**src/rtl/alu_flag_seq.sv**
```systemverilog
// alu_flag_seq
//   Registered, handshaked ALU for the execute stage of the multi-cycle core.
//   It holds an architectural NZCV flag register and has an iterative
//   shift-add multiplier. Single-cycle ops complete the cycle after accept.
//   MUL spends N cycles iterating over b, LSB first.
//
// Ports
//   clk        rising-edge clock
//   reset      synchronous, active-high reset
//   in_valid   request valid
//   in_ready   request can be accepted this cycle
//   a, b       N-bit operands
//   alu_ctl    000 ADD, 001 SUB, 010 AND, 011 ORR, 100 EOR, 101 MUL, 11x unsupported
//   set_flags  update NZCV when this op completes
//   out_valid  result valid, held until out_ready
//   out_ready  consumer accepts result
//   result     registered N-bit result
//   nzcv       flag register {N,Z,C,V}
//   busy       multiplier iterating
//
// State | meaning
//   IDLE | no result pending, ready for a request
//   MUL  | shift-add multiply in progress, requests ignored
//   DONE | result presented, waiting for out_ready
module alu_flag_seq #(
  parameter int N      = 32,
  parameter bit MUL_EN = 1'b1
) (
  input  logic         clk,
  input  logic         reset,
  input  logic         in_valid,
  output logic         in_ready,
  input  logic [N-1:0] a,
  input  logic [N-1:0] b,
  input  logic [2:0]   alu_ctl,
  input  logic         set_flags,
  output logic         out_valid,
  input  logic         out_ready,
  output logic [N-1:0] result,
  output logic [3:0]   nzcv,
  output logic         busy
);

  localparam int CW = $clog2(N + 1);

  localparam logic [1:0] S_IDLE = 2'd0;
  localparam logic [1:0] S_MUL  = 2'd1;
  localparam logic [1:0] S_DONE = 2'd2;

  localparam logic [2:0] OP_ADD = 3'b000;
  localparam logic [2:0] OP_SUB = 3'b001;
  localparam logic [2:0] OP_AND = 3'b010;
  localparam logic [2:0] OP_ORR = 3'b011;
  localparam logic [2:0] OP_EOR = 3'b100;
  localparam logic [2:0] OP_MUL = 3'b101;

  logic [1:0]    r_state;
  logic [N-1:0]  r_result;
  logic [3:0]    r_nzcv;
  logic          r_out_valid;
  logic          r_sf;
  logic [N-1:0]  r_acc;
  logic [N-1:0]  r_mcand;
  logic [N-1:0]  r_mplier;
  logic [CW-1:0] r_cnt;

  logic          w_accept;
  logic          w_is_mul;
  logic [N:0]    w_sum;
  logic [N:0]    w_dif;
  logic [N-1:0]  w_res;
  logic          w_c;
  logic          w_v;
  logic          w_supported;
  logic [N-1:0]  w_acc_next;
  logic          w_mul_last;

  assign in_ready  = (r_state == S_IDLE) | ((r_state == S_DONE) & out_ready);
  assign out_valid = r_out_valid;
  assign result    = r_result;
  assign nzcv      = r_nzcv;
  assign busy      = (r_state == S_MUL);

  assign w_accept = in_valid & in_ready;
  assign w_is_mul = MUL_EN && (alu_ctl == OP_MUL);

  assign w_sum = {1'b0, a} + {1'b0, b};
  // Subtract as a + ~b + 1 so carry out means "no borrow".
  assign w_dif = {1'b0, a} + {1'b0, ~b} + (N+1)'(1);

  always_comb begin
    w_res       = '0;
    w_c         = r_nzcv[1];
    w_v         = r_nzcv[0];
    w_supported = 1'b1;
    case (alu_ctl)
      OP_ADD: begin
        w_res = w_sum[N-1:0];
        w_c   = w_sum[N];
        w_v   = (a[N-1] == b[N-1]) & (w_sum[N-1] != a[N-1]);
      end
      OP_SUB: begin
        w_res = w_dif[N-1:0];
        w_c   = w_dif[N];
        w_v   = (a[N-1] != b[N-1]) & (w_dif[N-1] != a[N-1]);
      end
      OP_AND: w_res = a & b;
      OP_ORR: w_res = a | b;
      OP_EOR: w_res = a ^ b;
      // MUL never reaches this path when enabled; when disabled it is unsupported.
      default: w_supported = 1'b0;
    endcase
  end

  assign w_acc_next = r_mplier[0] ? (r_acc + r_mcand) : r_acc;
  assign w_mul_last = (r_cnt == CW'(1));

  always_ff @(posedge clk) begin
    if (reset) begin
      r_state     <= S_IDLE;
      r_result    <= '0;
      r_nzcv      <= 4'b0000;
      r_out_valid <= 1'b0;
      r_sf        <= 1'b0;
      r_acc       <= '0;
      r_mcand     <= '0;
      r_mplier    <= '0;
      r_cnt       <= '0;
    end else begin
      case (r_state)
        S_IDLE, S_DONE: begin
          // DONE without out_ready holds everything in place.
          if ((r_state == S_IDLE) || out_ready) begin
            if (w_accept) begin
              if (w_is_mul) begin
                r_state     <= S_MUL;
                r_out_valid <= 1'b0;
                r_sf        <= set_flags;
                r_acc       <= '0;
                r_mcand     <= a;
                r_mplier    <= b;
                r_cnt       <= CW'(N);
              end else begin
                r_state     <= S_DONE;
                r_out_valid <= 1'b1;
                r_result    <= w_res;
                if (set_flags && w_supported)
                  r_nzcv <= {w_res[N-1], (w_res == '0), w_c, w_v};
              end
            end else begin
              r_state     <= S_IDLE;
              r_out_valid <= 1'b0;
            end
          end
        end
        S_MUL: begin
          r_acc    <= w_acc_next;
          r_mcand  <= r_mcand << 1;
          r_mplier <= r_mplier >> 1;
          r_cnt    <= r_cnt - CW'(1);
          if (w_mul_last) begin
            r_state     <= S_DONE;
            r_out_valid <= 1'b1;
            r_result    <= w_acc_next;
            // MUL only touches N and Z; C and V carry over.
            if (r_sf)
              r_nzcv <= {w_acc_next[N-1], (w_acc_next == '0), r_nzcv[1:0]};
          end
        end
        default: begin
          r_state     <= S_IDLE;
          r_out_valid <= 1'b0;
        end
      endcase
    end
  end

endmodule
```
**config.mk**
```make
export PLATFORM = sky130hd
export DESIGN_NAME = alu_flag_seq
export DESIGN_NICKNAME = d
export VERILOG_FILES = /design/src/rtl/alu_flag_seq.sv
export SDC_FILE = /design/constraint.sdc
export NUM_CORES = 1
export LEC_CHECK = 0
export BUFFER_PORTS_ARGS = -buffer_cell sky130_fd_sc_hd__buf_2
export CELL_PAD_IN_SITES_DETAIL_PLACEMENT = 1
export CELL_PAD_IN_SITES_GLOBAL_PLACEMENT = 1
export CORE_UTILIZATION = 48
export CTS_CLUSTER_DIAMETER = 60
export CTS_CLUSTER_SIZE = 30
export DETAILED_ROUTE_END_ITERATION = 8
export PLACE_DENSITY_LB_ADDON = 0.1
export SYNTH_ARGS = -nofsm -noshare
export SYNTH_HDL_FRONTEND = slang
export SYNTH_SLANG_ARGS = --single-unit
```
**constraint.sdc**
```tcl
create_clock -name clk -period 8.25 [get_ports clk]
set_input_delay 1.65 -clock clk [delete_from_list [all_inputs] [get_ports clk]]
set_output_delay 1.65 -clock clk [all_outputs]
set_load 0.005 [all_outputs]
```
==> results of run 1 <==
## per-stage QoR
step	total power [mW]	hold slack (ps)	utilization, %
after floorplan	1.14	437	-
after global placement	1.34	438	51.2
after detailed placement	1.36	447	51.2
after CTS	2.16	455	53.3
after global routing	2.26	475	53.3
final	2.17	455	53.3
## area by class of cell
| class | instances | area (µm²) |
|---|---|---|
| timing repair buffer | 123 | 651 |
| clock inverter | 12 | 128 |
| clock buffer | 19 | 453 |
| sequential | 141 | 2820 |
| fill | 3615 | 13000 |
| inverter | 115 | 432 |
| multi-input combinational | 1565 | 9890 |
| tap | 378 | 473 |
## tightest hold or removal path: stages (launching register included)
cell     delay (ps)
dfxtp_1         310
nand2_1          50
a21oi_1          50
## metal layers
metal,vias up,GRT usage [%],wire [µm],share of wire [%]
met4,0,12.2,1300,2.4
met2,556,59.6,24600,45
li1,7079,-,-,-
met5,-,0,0,0
met1,7501,49.9,24400,45
met3,94,6.55,4140,7.6
## kinds of logic (layout without fill, tap and decap cells)
kind of cell / count (synthesis) / count (layout) / share of synthesized area, %
AOI/OAI and AO/OA: 628 / 628 / 31.0
adders and majority gates: 140 / 140 / 13.0
buffers and inverters: 249 / 269 / 7.00
muxes: 27 / 27 / 2.08
DFF: 141 / 141 / 20.7
and+or+nand+nor: 736 / 736 / 24.1
xor gates and xnor gates: 34 / 34 / 2.18
## cell usage in the layout, fill, tap and decap left out, drive strengths merged, types with 12 or more instances in the layout
| master | count |
|---|---|
| a211oi | 39 |
| a21o | 25 |
| a21oi | 188 |
| a311oi | 66 |
| a31oi | 21 |
| buf | 123 |
| clkbuf | 19 |
| dfxtp | 141 |
| ha | 137 |
| inv | 118 |
| mux2i | 16 |
| nand2 | 295 |
| nand3 | 48 |
| nand4 | 24 |
| nor2 | 214 |
| nor2b | 23 |
| nor3 | 38 |
| nor4 | 20 |
| o211ai | 38 |
| o21a | 12 |
| o21ai | 90 |
| o21bai | 22 |
| o31ai | 18 |
| or3 | 12 |
| xnor2 | 21 |
| xor2 | 13 |
## state kept, by name, summed over array words and instances, names as in the netlist
register and cells:
nzcv 4, out_valid 1, r_acc 32, r_cnt 6, r_mcand 32, r_mplier 32, r_sf 1, r_state 1
result 32
## final timing paths
path | to | cells past startpoint | slack (ps) | startpoint
setup / recovery | nzcv[2]$_SDFFE_PP0P_ | 10 | 2250 | alu_ctl[2]
hold / removal | result[16]$_SDFFE_PP0P_ | 2 | 460 | result[16]$_SDFFE_PP0P_
setup reg to reg | nzcv[2]$_SDFFE_PP0P_ | 11 | 3990 | out_valid$_SDFFE_PP0P_
hold reg to reg | result[16]$_SDFFE_PP0P_ | 2 | 460 | result[16]$_SDFFE_PP0P_
## report_power, final
group	total (mW)	internal [mW]	switching, mW
clock	0.809	0.438	0.371
sequential	0.735	0.712	0.0227
combinational	0.630	0.203	0.427
==> impl_metrics.tcl, run 1 <==
set metrics [dict create \
    synth_enable_flop_cells 0 \
    fin_worst_skew_ps 9.60 \
    vias 15200 \
    post-route-worst-setup-slack_ps 2250 \
    cts_root_buf "clkbuf_16" \
    cp.buffers_inverters 2 \
    wl_per_cell_um 23.1 \
    power.density_nw_per_um2 146 \
    ys_warn_count 0 \
    post-cts-setup-buffers 0 \
    post-route-min-period_ps 6000 \
    dp.cells 2322 \
    post_dp_cell_area_um2 14300 \
    chipWidth_um 171 \
    initial_core_util_pct 49.0 \
    critical-path-slowest-cell "a2111oi_0" \
    grt_setup_unrepaired "false" \
    routed_wirelength_mm 54.4 \
    ant_nets 0 \
    worst_setup_slack_post_dpl_ps 1950 \
    synthMostInstantiatedCell "nand2_1" \
    synthDominantAreaCellType "dfxtp_1" \
    capturing_element_type_of_the_critical_path "register" \
    clock_h_tree_levels 4 \
    grt_remaining_overflow 0 \
    yosysSeqAreaShare_pct 20.7 \
    most_frequent_cell_on_the_critical_path "or4_1" \
    fmax_mhz 167 \
    synth_cells 1955 \
    antenna_cells 0 \
    worstSetupStartpointType "input port" \
    first_global_vias 14900 \
    grt_max_degree 93 \
    global_route_wire_length_before_repair_mm 83.4 \
    finalSetupViolations 0 \
    post_synth_instance_area_um2 13600 \
    ios 111 \
    gp_routability_congestion 0.997 \
    finalSetupTns_ps 0 \
    post_synth_num_cell_types 80 \
    insertion_delay_ps 450 \
    timing_max_transition_violations_final 0 \
    cts-hold-fix-buffers 0 \
    finalInstanceArea_um2 14900 \
    cap_viol_max_count 0 \
    critical_path_class "input port to register" \
    hp-class "register to register" \
    synth_async_sr_flop_share_pct 0 \
    drt_first_iter_violations 1218 \
    synth_seq_cells 141 \
    grt_usage_pct 37.1 \
    share_of_cells_above_drive_strength_1_pct 9.72 \
    initial_antenna_violation_count 0 \
    synth_commonest_cells "nand2_1, nor2_1, a21oi_1, dfxtp_1, ha_1" \
    total_leakage_power_nw 6.30 \
    min_period_over_period_pct 72.7 \
    final_net_count 2175 \
    tritoncts "yes" \
    synth.net_count 2167 \
    path_clk_slew_ps 70 \
    tritoncts.num_buffers 17 \
    report.final.hold_viol_count 0 \
    path_cells "buf_2, inv_1, nand2_1, a211oi_1, a2111oi_0, and4_1, nand4_1, or4_1, or4_1, o31ai_2" \
    row_count 61 \
    drc 0 \
    clk_path_buf_depth 2 \
    kind_of_cell_adding_the_most_delay_to_the_critical_path "simple AND/OR/NAND/NOR gates" \
    slew_headroom_pct 19.6 \
    numPortBuffers 110 \
    outcome "complete, no violations" \
    dp.final_hpwl_mm 39.7 \
    routed_via_density 6.47 \
    die-area_um2 29100 \
    area_growth_pct 8.88 \
    chipHeight_um 171 \
    worst-endpoint-required_ps 8620 \
    power.ir.vdd_worst_uv 136 \
    synth.avg_cell_area_um2 6.98 \
    synth_top_flop_cell "dfxtp_1" \
    synth.area.top_cells "dfxtp_1, ha_1, nand2_1" \
    final-instance-count-excl-fill 2353 \
    firstDrtPassIters 5 \
    synth_top_cell_area_share_pct 20.7 \
    cp_data_arrival_time_ps 6370 \
    cpPeakStageDelay_ps 950 \
    actual_transition_at_the_worst_max_transition_pin_ps 1180 \
    cts.sinks 141 \
    core_area_um2 27900 \
    worstPathMaxFanout 39 \
    cts.repair.resized 0 \
]
Note: power is estimated with default switching activity, not from simulation.
==> inputs of run 2 (changes only) <==
Settings changed: CORE_UTILIZATION 48 to 45.
Clock period 8.25 ns to 6.1 ns, I/O delays scaled along.
==> run 2 against run 1 <==
  * Final cell count up 1.3%
  * Worst setup slack worse by 1300 ps
  * Non-clock buffer count up 18
  * Hold slack worse by 5.3 ps
  * Highest routed layer unchanged
==> impl_metrics.tcl, run 2 (synthesis gave the netlist of run 1 again) <==
set metrics [dict create \
    report.final.hold_viol_count 0 \
    seq_power_share_pct 33.4 \
    power.ir.vdd_worst_uv 241 \
    dp.cells 2352 \
    worst_hold_startpoint "result[18]$_SDFFE_PP0P_" \
    hp-class "register to register" \
    netSwitchingFraction_pct 38.4 \
    worstSetupStartpointType "input port" \
    drc 0 \
    ant_nets 0 \
    finalSetupTns_ps 0 \
    firstDrtPassIters 5 \
    drt_first_iter_violations 1255 \
    min_period_over_period_pct 83.6 \
    top_usage_layer "met2" \
    cts.repair.resized 0 \
    post-route-min-period_ps 5100 \
    grt_usage_pct 35.1 \
    critical_path_class "input port to register" \
    timing_max_transition_violations_final 0 \
    post_dp_cell_area_um2 14400 \
    finalPower_mw 2.97 \
    global_route_wire_length_before_repair_mm 84.4 \
    initial_antenna_violation_count 0 \
    r2r_setup_slack_ps 1860 \
    internal_power_mw 1.83 \
    mostFrequentLayoutCells "nand2_1, nor2_1, a21oi_1, dfxtp_1, ha_1" \
    share_of_cells_above_drive_strength_1_pct 10.6 \
    cts-hold-fix-buffers 0 \
    finalSetupViolations 0 \
    power.clock.fraction_pct 37.5 \
    worstPathMaxFanout 12 \
    total_leakage_power_nw 6.39 \
    critical-path-slowest-cell "a221oi_1" \
    path_clk_slew_ps 80 \
    r2r_start "r_mcand[4]$_SDFFE_PP0P_" \
    first_global_vias 14900 \
    die-area_um2 31000 \
    cp_data_arrival_time_ps 5490 \
    dp.final_hpwl_mm 40.7 \
    power.density_nw_per_um2 198 \
    final_net_count 2193 \
    power.combinational.fraction_pct 29.1 \
    area_growth_pct 10.1 \
    power.switching_mw 1.14 \
    grt.met3_usage_pct 6.40 \
    grt_max_degree 91 \
    actual_transition_at_the_worst_max_transition_pin_ps 1120 \
    fmax_mhz 196 \
    wl_per_cell_um 23.1 \
    r2r-end "nzcv[2]$_SDFFE_PP0P_" \
    clock_h_tree_levels 4 \
    cap_viol_max_count 0 \
    chipWidth_um 176 \
    path_cells "buf_2, inv_1, ha_1, nor3_1, nand2_1, a2111oi_1, buf_4, o2111ai_1, nand3_1, o21ai_0, xnor2_1, a221oi_1, nand4_1, or4_1, o31ai_2" \
    tritoncts "yes" \
    final_common_cell "nand2_1" \
    clk_path_buf_depth 2 \
    grt_remaining_overflow 0 \
    final-instance-count-excl-fill 2384 \
    numPortBuffers 110 \
    slew_headroom_pct 25.3 \
    hold_end "result[18]$_SDFFE_PP0P_" \
    worst-endpoint-required_ps 6480 \
    globalRouteMet2Util_pct 54.6 \
    gp_routability_congestion 0.942 \
    row_count 63 \
    ios 111 \
    timing.reg2reg.worst_path_depth 12 \
    cts_root_buf "clkbuf_16" \
    insertion_delay_ps 460 \
    met1_usage_pct 49.1 \
    routed_via_density 6.43 \
    chipHeight_um 176 \
    initial_core_util_pct 45.9 \
    post-cts-setup-buffers 0 \
    finalInstanceArea_um2 15000 \
    cpPeakStageDelay_ps 620 \
    routed_wirelength_mm 55.1 \
    tritoncts.num_buffers 17 \
    vias 15300 \
    core_area_um2 29700 \
    kind_of_cell_adding_the_most_delay_to_the_critical_path "compound AO/OA/AOI/OAI gates" \
    cp.buffers_inverters 3 \
    antenna_cells 0 \
    cts.sinks 141 \
    holdPathStages 2 \
    fin_worst_skew_ps 14.7 \
    capturing_element_type_of_the_critical_path "register" \
    grt_setup_unrepaired "false" \
    outcome "complete, no violations" \
]
run 2: cell types whose count changed in the layout (fill, tap and decap cells not counted), sizes merged:
cell,change
buf,+18
clkbuf,-2
inv,+2
clkinv,+1
run 2: final cells by class:
class / count / area (µm²)
inverter: 115 / 432
timing repair buffer: 141 / 786
clock buffer: 17 / 425
clock inverter: 15 / 171
tap: 390 / 488
fill: 3845 / 14700
multi-input combinational: 1565 / 9890
sequential: 141 / 2820
run 2: power groups by stage:
stage / logic [mW] / clock network (mW) / registers (mW)
global route: 0.936 / 1.16 / 0.997
CTS: 0.846 / 1.12 / 0.992
floorplan: 0.542 / 0 / 1.01
global placement: 0.821 / 0 / 1.01
detailed placement: 0.839 / 0 / 1.01
finish: 0.865 / 1.11 / 0.992
run 2: worst max-delay path by stage:
| stage | startpoint | end | cells after the start |
|---|---|---|---|
| final | a[9] | nzcv[2]$_SDFFE_PP0P_ | 15 |
| after global routing | a[3] | nzcv[2]$_SDFFE_PP0P_ | 15 |
| after CTS | a[0] | nzcv[2]$_SDFFE_PP0P_ | 17 |
| after detailed placement | a[9] | nzcv[2]$_SDFFE_PP0P_ | 15 |
| after global placement | a[9] | nzcv[2]$_SDFFE_PP0P_ | 15 |
| after floorplan | b[3] | nzcv[2]$_SDFFE_PP0P_ | 14 |
run 2: tightest hold or removal path, stage by stage (launching register included):
cell	delay (ps)
dfxtp_1	310
nand2_1	50
a21oi_1	50
run 2: metrics by stage:
step	util, %	setup slack (ps)	hold WS, ps
global placement	48.5	563	436
floorplan	-	1570	437
finish	50.5	998	450
detailed placement	48.5	642	446
CTS	50.5	1070	454
global route	50.5	851	474
run 2: layer usage:
| layer | part of all wire, % | vias to the layer above |
|---|---|---|
| met4 | 2.1 | 0 |
| li1 | - | 7112 |
| met2 | 44 | 516 |
| met3 | 6.5 | 92 |
| met5 | 0 | - |
| met1 | 47 | 7604 |
